[src/rtl/gen_sel_arbiter.sv]
// N-way arbiter sharing one registered update datapath (q = d or d + 1).
// Fixed-priority or round-robin policy, with a bounded grant lock.
module gen_sel_arbiter #(
  parameter int N        = 4,
  parameter int W        = 8,
  parameter int MODE     = 1,
  parameter int INC      = 0,
  parameter int MAX_HOLD = 4
) (
  input  logic                  clk,
  input  logic                  rst_n,
  input  logic [N-1:0]          req,
  input  logic [N-1:0]          lock,
  input  logic [N*W-1:0]        data_in,
  output logic [N-1:0]          gnt,
  output logic                  gnt_valid,
  output logic [$clog2(N)-1:0]  gnt_idx,
  output logic [W-1:0]          q_out,
  output logic                  q_valid
);

  localparam int IW = $clog2(N);
  localparam int HW = (MAX_HOLD > 1) ? $clog2(MAX_HOLD) : 1;
  localparam logic [HW-1:0] HOLD_LAST = HW'(MAX_HOLD - 1);

  typedef enum logic {IDLE, GRANT} state_t;

  state_t          state_q, state_d;
  logic [N-1:0]    gnt_q, gnt_d;
  logic [IW-1:0]   gnt_idx_q, gnt_idx_d;
  logic [HW-1:0]   hold_cnt_q, hold_cnt_d;
  logic [W-1:0]    q_out_q, q_out_d;
  logic            q_valid_q, q_valid_d;

  logic [N-1:0]    cand;
  logic            keep;
  logic            win_found;
  logic [IW-1:0]   win_idx;
  logic [W-1:0]    sel_data;
  logic [W-1:0]    upd_data;

  // The holder only competes when nobody else is asking.
  always_comb begin
    keep = (state_q == GRANT) && req[gnt_idx_q] && lock[gnt_idx_q] &&
           (hold_cnt_q < HOLD_LAST);
    cand = ((req & ~gnt_q) != '0) ? (req & ~gnt_q) : req;
  end

  if (MODE == 0) begin : g_fixed
    always_comb begin
      win_found = 1'b0;
      win_idx   = '0;
      for (int i = N - 1; i >= 0; i--) begin
        if (cand[i]) begin
          win_found = 1'b1;
          win_idx   = IW'(i);
        end
      end
    end
  end else begin : g_rr
    logic [IW-1:0] rr_ptr_q, rr_ptr_d;
    logic          new_grant;

    // Walk backwards so the smallest offset from the pointer wins.
    always_comb begin
      win_found = 1'b0;
      win_idx   = '0;
      for (int off = N - 1; off >= 0; off--) begin
        if (cand[(int'(rr_ptr_q) + off) % N]) begin
          win_found = 1'b1;
          win_idx   = IW'((int'(rr_ptr_q) + off) % N);
        end
      end
    end

    assign new_grant = !keep && win_found;

    always_comb begin
      rr_ptr_d = rr_ptr_q;
      if (new_grant) begin
        rr_ptr_d = (win_idx == IW'(N - 1)) ? '0 : win_idx + IW'(1);
      end
    end

    always_ff @(posedge clk or negedge rst_n) begin
      if (!rst_n) begin
        rr_ptr_q <= '0;
      end else begin
        rr_ptr_q <= rr_ptr_d;
      end
    end
  end

  always_comb begin
    state_d    = state_q;
    gnt_d      = gnt_q;
    gnt_idx_d  = gnt_idx_q;
    hold_cnt_d = hold_cnt_q;
    if (keep) begin
      hold_cnt_d = hold_cnt_q + HW'(1);
    end else if (win_found) begin
      state_d    = GRANT;
      gnt_d      = {{(N-1){1'b0}}, 1'b1} << win_idx;
      gnt_idx_d  = win_idx;
      hold_cnt_d = '0;
    end else begin
      state_d    = IDLE;
      gnt_d      = '0;
      gnt_idx_d  = '0;
      hold_cnt_d = '0;
    end
  end

  assign sel_data = data_in[int'(gnt_idx_q) * W +: W];

  if (INC != 0) begin : g_inc
    assign upd_data = sel_data + W'(1);
  end else begin : g_pass
    assign upd_data = sel_data;
  end

  always_comb begin
    q_valid_d = |gnt_q;
    q_out_d   = (|gnt_q) ? upd_data : q_out_q;
  end

  always_ff @(posedge clk or negedge rst_n) begin
    if (!rst_n) begin
      state_q    <= IDLE;
      gnt_q      <= '0;
      gnt_idx_q  <= '0;
      hold_cnt_q <= '0;
      q_out_q    <= '0;
      q_valid_q  <= 1'b0;
    end else begin
      state_q    <= state_d;
      gnt_q      <= gnt_d;
      gnt_idx_q  <= gnt_idx_d;
      hold_cnt_q <= hold_cnt_d;
      q_out_q    <= q_out_d;
      q_valid_q  <= q_valid_d;
    end
  end

  assign gnt       = gnt_q;
  assign gnt_valid = |gnt_q;
  assign gnt_idx   = gnt_idx_q;
  assign q_out     = q_out_q;
  assign q_valid   = q_valid_q;

endmodule
[config.mk]
export PLATFORM = sky130hd
export DESIGN_NAME = gen_sel_arbiter
export DESIGN_NICKNAME = d
export VERILOG_FILES = /design/src/rtl/gen_sel_arbiter.sv
export SDC_FILE = /design/constraint.sdc
export NUM_CORES = 1
export LEC_CHECK = 0
export CAP_MARGIN = 20
export CORE_MARGIN = 2
export CORE_UTILIZATION = 42
export CTS_BUF_LIST = sky130_fd_sc_hd__clkbuf_16
export DETAILED_ROUTE_END_ITERATION = 16
export PLACE_DENSITY = 0.78
export SLEW_MARGIN = 20
export SYNTH_ARGS = -nofsm -noshare
export SYNTH_HDL_FRONTEND = slang
export SYNTH_SLANG_ARGS = --single-unit
export TNS_END_PERCENT = 20
[constraint.sdc]
create_clock -name clk -period 2.2 [get_ports clk]
set_input_delay 0.55 -clock clk [delete_from_list [all_inputs] [get_ports clk]]
set_output_delay 0.55 -clock clk [all_outputs]
set_load 0.02 [all_outputs]
=== Word-level counts from Yosys, hierarchy flattened ===
Index checks and enable logic that the tools add are counted.

* Register bits after elaboration: 20
* Latch bits: 0
* Bits in writable memories: 0
* Bits in read-only memories: 0
* Output and inout port bits: 16
* Memories kept: 0

* $add $sub $neg: 5
* $mul: 0
* Div/mod/pow operators: 0
* Order comparisons: 6
* Equal/unequal tests: 1
* Shifts and indexed selects: 2
* Multiplexer cells: 29
* Bitwise operators: 5
* Reductions and logical operators: 10

{| class="wikitable"
|+ Operators with widths
! cell !! number
|-
| 32-bit by 6-bit indexed part select with 8-bit output || 1
|-
| 1-bit two-way mux || 14
|-
| 2-bit two-way mux || 7
|-
| 1-bit binary-select mux with 2-bit select || 6
|-
| 3-bit by 4-bit less-than comparator with 1-bit output, second input constant || 3
|-
| 4-bit two-way mux || 2
|-
| 2-bit by 1-bit adder with 2-bit output, second input constant || 3
|-
| 2-bit by 3-bit less-than comparator with 1-bit output, second input constant || 2
|-
| 2-bit OR reduction || 3
|-
| 2-bit adder, second input constant || 2
|-
| 4-bit bitwise AND || 1
|-
| 1-bit logical AND || 4
|-
| 4-bit NOT || 1
|-
| 4-bit nonzero test || 1
|-
| 4-bit OR reduction || 1
|-
| 1-bit by 2-bit left shift with 4-bit output, first input constant || 1
|-
| 1-bit bitwise AND, first input constant || 3
|-
| 2-bit equality test, second input constant || 1
|-
| 2-bit less-than comparator, second input constant || 1
|-
| 1-bit zero test || 1
|}

=== Longest topological paths before layout ===
* Word-level depth: 13
* Mapped depth: 9
* Gate-level depth less buffers: 8

=== Worst setup path before layout ===
Ideal clock, no wire load.

* Path kind: input to register
* Start: input port req[3]
* End: register g_rr.rr_ptr_q[1]
* Setup time: 125 ps
* Data arrival time: 2145 ps
* Required time: 2075 ps
* Path slack: -69 ps
* Stages on the path: 8
* Buffers on the path: 1
* Path through: clkbuf_2 > and2b_4 > o31ai_1 > a32oi_1 > o21ai_1 > inv_1 > ha_1 > mux2_2

* Cells in the longest elaborated chain, start to end: 12
* Elaborated cells on any way between the ends: 32

{| class="wikitable"
|+ Ends and longest elaborated chain
! element !! RTL line !! source
|-
| start, declared || 12 || <nowiki>input logic [N-1:0] req,</nowiki>
|-
| 4-bit bitwise AND || 46 || <nowiki>cand = ((req & ~gnt_q) != '0) ? (req & ~gnt_q) : req;</nowiki>
|-
| 4-bit nonzero test || 46 ||
|-
| 4-bit two-way mux || 46 ||
|-
| 1-bit binary-select mux with 2-bit select || 69 || <nowiki>if (cand[(int'(rr_ptr_q) + off) % N]) begin</nowiki>
|-
| 1-bit two-way mux (implied by the code) (2 in series) || 69 ||
|-
| 2-bit two-way mux (4 in series) || 69 ||
|-
| 2-bit by 1-bit adder with 2-bit output / 2-bit equality test (equally long branches) || 81 || <nowiki>rr_ptr_d = (win_idx == IW'(N - 1)) ? '0 : win_idx + IW'(1);</nowiki>
|-
| 2-bit two-way mux || 81 ||
|-
| end signal, assigned || 89 || <nowiki>rr_ptr_q <= rr_ptr_d;</nowiki>
|-
| end, declared || 61 || <nowiki>logic [IW-1:0] rr_ptr_q, rr_ptr_d;</nowiki>
|}

Several ways; a longest one is shown, not always the timed one. The select of a mux whose other input is x is not followed.
A chain may end at the register's enable or synchronous reset.

=== Worst setup path after layout ===
* Start: input port req[0]
* End: register g_rr.rr_ptr_q[1]

The elaborated chain is that of the path after synthesis.

==> results <==
registers in the layout (all words and copies together), names as in the netlist:
name,count
gnt_idx,2
hold_cnt_q,2
g_rr.rr_ptr_q,2
state_q,1
q_out,8
q_valid,1
gnt,4
synth_stat cells:
| master | n | share of area [%] |
|---|---|---|
| a211oi_2 | 1 | 0.93 |
| a21oi_1 | 5 | 1.9 |
| a222oi_1 | 1 | 0.74 |
| a22o_1 | 1 | 0.65 |
| a311oi_2 | 1 | 1.1 |
| a31oi_1 | 2 | 0.93 |
| a32o_1 | 1 | 0.74 |
| a32oi_1 | 1 | 0.65 |
| and2_1 | 2 | 0.93 |
| and2b_1 | 1 | 0.56 |
| and2b_4 | 3 | 2.2 |
| and3_1 | 1 | 0.46 |
| buf_2 | 2 | 0.74 |
| buf_4 | 1 | 0.56 |
| clkbuf_1 | 1 | 0.28 |
| clkbuf_2 | 1 | 0.37 |
| dfrtp_1 | 20 | 37 |
| ha_1 | 5 | 4.6 |
| inv_1 | 7 | 2.0 |
| maj3_1 | 1 | 0.74 |
| mux2_2 | 10 | 8.4 |
| mux2i_1 | 1 | 0.74 |
| mux4_2 | 8 | 13 |
| nand2_1 | 12 | 3.3 |
| nand2b_1 | 4 | 1.9 |
| nand3_1 | 3 | 1.1 |
| nand3b_1 | 1 | 0.56 |
| nor2_1 | 1 | 0.28 |
| nor4_2 | 1 | 0.93 |
| o211a_1 | 1 | 0.74 |
| o211ai_1 | 2 | 1.1 |
| o21ai_0 | 4 | 1.5 |
| o21ai_1 | 4 | 1.5 |
| o21ai_2 | 1 | 0.65 |
| o22ai_1 | 2 | 0.93 |
| o31a_1 | 2 | 1.3 |
| o31ai_1 | 3 | 1.7 |
| o32ai_1 | 1 | 0.65 |
| or3_1 | 1 | 0.46 |
| or4b_1 | 1 | 0.74 |
cells by family after synthesis:
logic type / count (synthesis)
multiplexers: 19
flip-flops: 20
AND/OR/NAND/NOR: 31
AO/OA/AOI/OAI: 33
adder cells (fa/ha/maj): 6
buffers and inverters: 12
final cells by class:
type / count / share of cell area (%)
clock buffer: 3 / 3.19
tap: 44 / 2.34
timing repair buffer: 87 / 34.0
multi-input combinational: 89 / 36.8
clock inverter: 1 / 1.28
inverter: 7 / 1.12
sequential: 20 / 21.3
metrics by stage:
stage,instances,TNS [ns],hold slack (ns),instance area (µm²),power [µW]
2_1_floorplan,121,0,0.254,1350,1740
3_3_place_gp,244,-2.06,0.417,2150,2540
3_5_place_dp,244,-2.69,0.431,2150,2580
4_1_cts,250,-0.115,0.439,2300,3150
5_1_grt,251,-0.0121,0.466,2350,3380
6_report,251,0,0.433,2350,3180
what timing repair did:
item / in CTS / in global routing
gates cloned: 0 / 0
pin swaps: 4 / 8
endpoints found under the hold margin: 0 / 0
resized for setup: 8 / 11
setup endpoints to repair: 7 / 7
buffers inserted: 2 / 1
worst max-delay path: cells and delay by family:
kind	cells	cell delay, ns
AND/OR/NAND/NOR	2	0.61
multiplexers	1	0.26
AO/OA/AOI/OAI	2	0.32
adder cells (fa/ha/maj)	1	0.29
buffers and inverters	1	0.27
metal layers:
layer / wire [µm] / share of wire (%) / up-vias
li1: - / - / 631
met1: 1650 / 38 / 681
met2: 2320 / 53 / 52
met3: 307 / 7.0 / 10
met4: 109 / 2.5 / 0
met5: 0 / 0 / -
where the power goes:
part / switching, µW / internal [µW]
clock: 140 / 361
combinational: 925 / 1080
sequential: 135 / 542
total: 1200 / 1980
path summary, 6_finish.rpt:
kind | slack (ns) | end | startpoint | cells after the start
worst max-delay path | 0.04 | g_rr.rr_ptr_q[1] | req[0] | 7
worst min-delay path | 0.43 | hold_cnt_q[0] | hold_cnt_q[0] | 1
worst max register to register | 0.10 | g_rr.rr_ptr_q[1] | gnt[1] | 6
worst min register to register | 0.43 | hold_cnt_q[0] | hold_cnt_q[0] | 1
max in group asynchronous | 1.35 | g_rr.rr_ptr_q[0] | rst_n | 2
min in group asynchronous | 0.64 | q_valid | rst_n | 2
layout by cell type (no fill, tap or decap), drive strengths merged, types with 3 or more instances in the layout:
cell            n
clkbuf          3
dfrtp          20
mux4            8
o21ai           9
and2b           4
a21oi           5
nand2          12
clkdlybuf4s50  52
mux2           10
nand2b          4
o31ai           3
ha              5
nand3           3
inv             7
buf            30
==> flow_summary.ini <==
[setup_path]
critPathRequiredTime_ns = 2.34
cp-start-kind = input port
cp_max_fo = 7
cp_slowest_cell = or3_1
critPathMaxStageDelay_ns = 0.39
arrival_ns = 2.30
end_kind = register
criticalPathCategory = input port to register
path_cells = dlygate4sd2_1, and2b_4, or3_1, o22ai_2, a211oi_4, ha_1, mux2_2

[min_path]
min_path_type = register to register

[clocking]
cts_hold_buf = 0
cts_htree_levels = 1
cts_buffers = 3
cts_sinks = 20
cts_tree = yes
root_buffer = clkbuf_16
clock_latency_ns = 0.26
clk_path_buf_depth = 2
clk_pin_slew_worst_paths_ns = 0.06

[sta]
relSlewSlack_pct = 69.9
min_period_ns = 2.16
hold_violations = 0
setup_viol = 0
tightest_slew_ns = 0.450
drv_slew = 0
clock_skew_ns = 0.00246
fmax_ghz = 0.463
fin_crit_sh_pct = 98.1
fin_ws_ns = 0.0408

[layout]
drive_gt1_share_pct = 33.3
multiInputGateArea_um2 = 865
syn2layout_area_growth_pct = 74.4
seq_area_um2 = 500
num_antenna_cells = 0
final_util_pct = 77.0
fillers = 223
num-nets-final = 255

[global_route]
grt_pass1_wl_um = 6650
grt-busiest-layer = met2
grtUsageMet3_pct = 6.40
use_met2_pct = 45.3
grt.overflow.total = 0
grt_max_degree = 21
antenna_found_initial = 0
gr-usage-all-layers_pct = 25.3
grt_pass1_vias = 1419
use_met1_pct = 29.2

[drt]
drtIter0Drc = 63
vias = 1374
firstDrtPassIters = 4
avgViaCountPerCell = 5.47
wire_per_inst_um = 17.4
drcViolationCount = 0
routed_wl_um = 4380
ant_nets = 0

[place]
io_buffers = 57
place_ws_ns = -0.521
dpl.hpwl_um = 3430
gp_congestion = 0.925

[synthesis]
ys_ff_latch = 20
yosysUniqueCellTypes = 40
yosysWarnings = 0
syn_nets = 168
syn_inst = 121
synth_top_family_by_area = multiplexers
avgSynthCellArea_um2 = 11.1
yosys.area_share.adder_pct = 5.39
synth_xor_xnor_area_share_pct = 0
synth.area.mux_share_pct = 22.5
yosys.area_share.simple_pct = 13.5
synth_seq_area_share_pct = 37.1
synth_compound_area_share_pct = 17.6
netlist_area_um2 = 1350

[status]
status = finished clean

[pwr]
leakage_uw = 0.000996
power.density_nw_per_um2 = 1350
vdd_ir_drop_max_v = 0.000884

[floorplanning]
coreArea_um2 = 3050
start_util_pct = 44.1
row_count = 20
ios = 58
die_w_um = 60.6
fp.dieH_um = 60.6
dieArea_um2 = 3680

[flow_run]
drv_cap = 0
(Power assumes the default switching activity.)
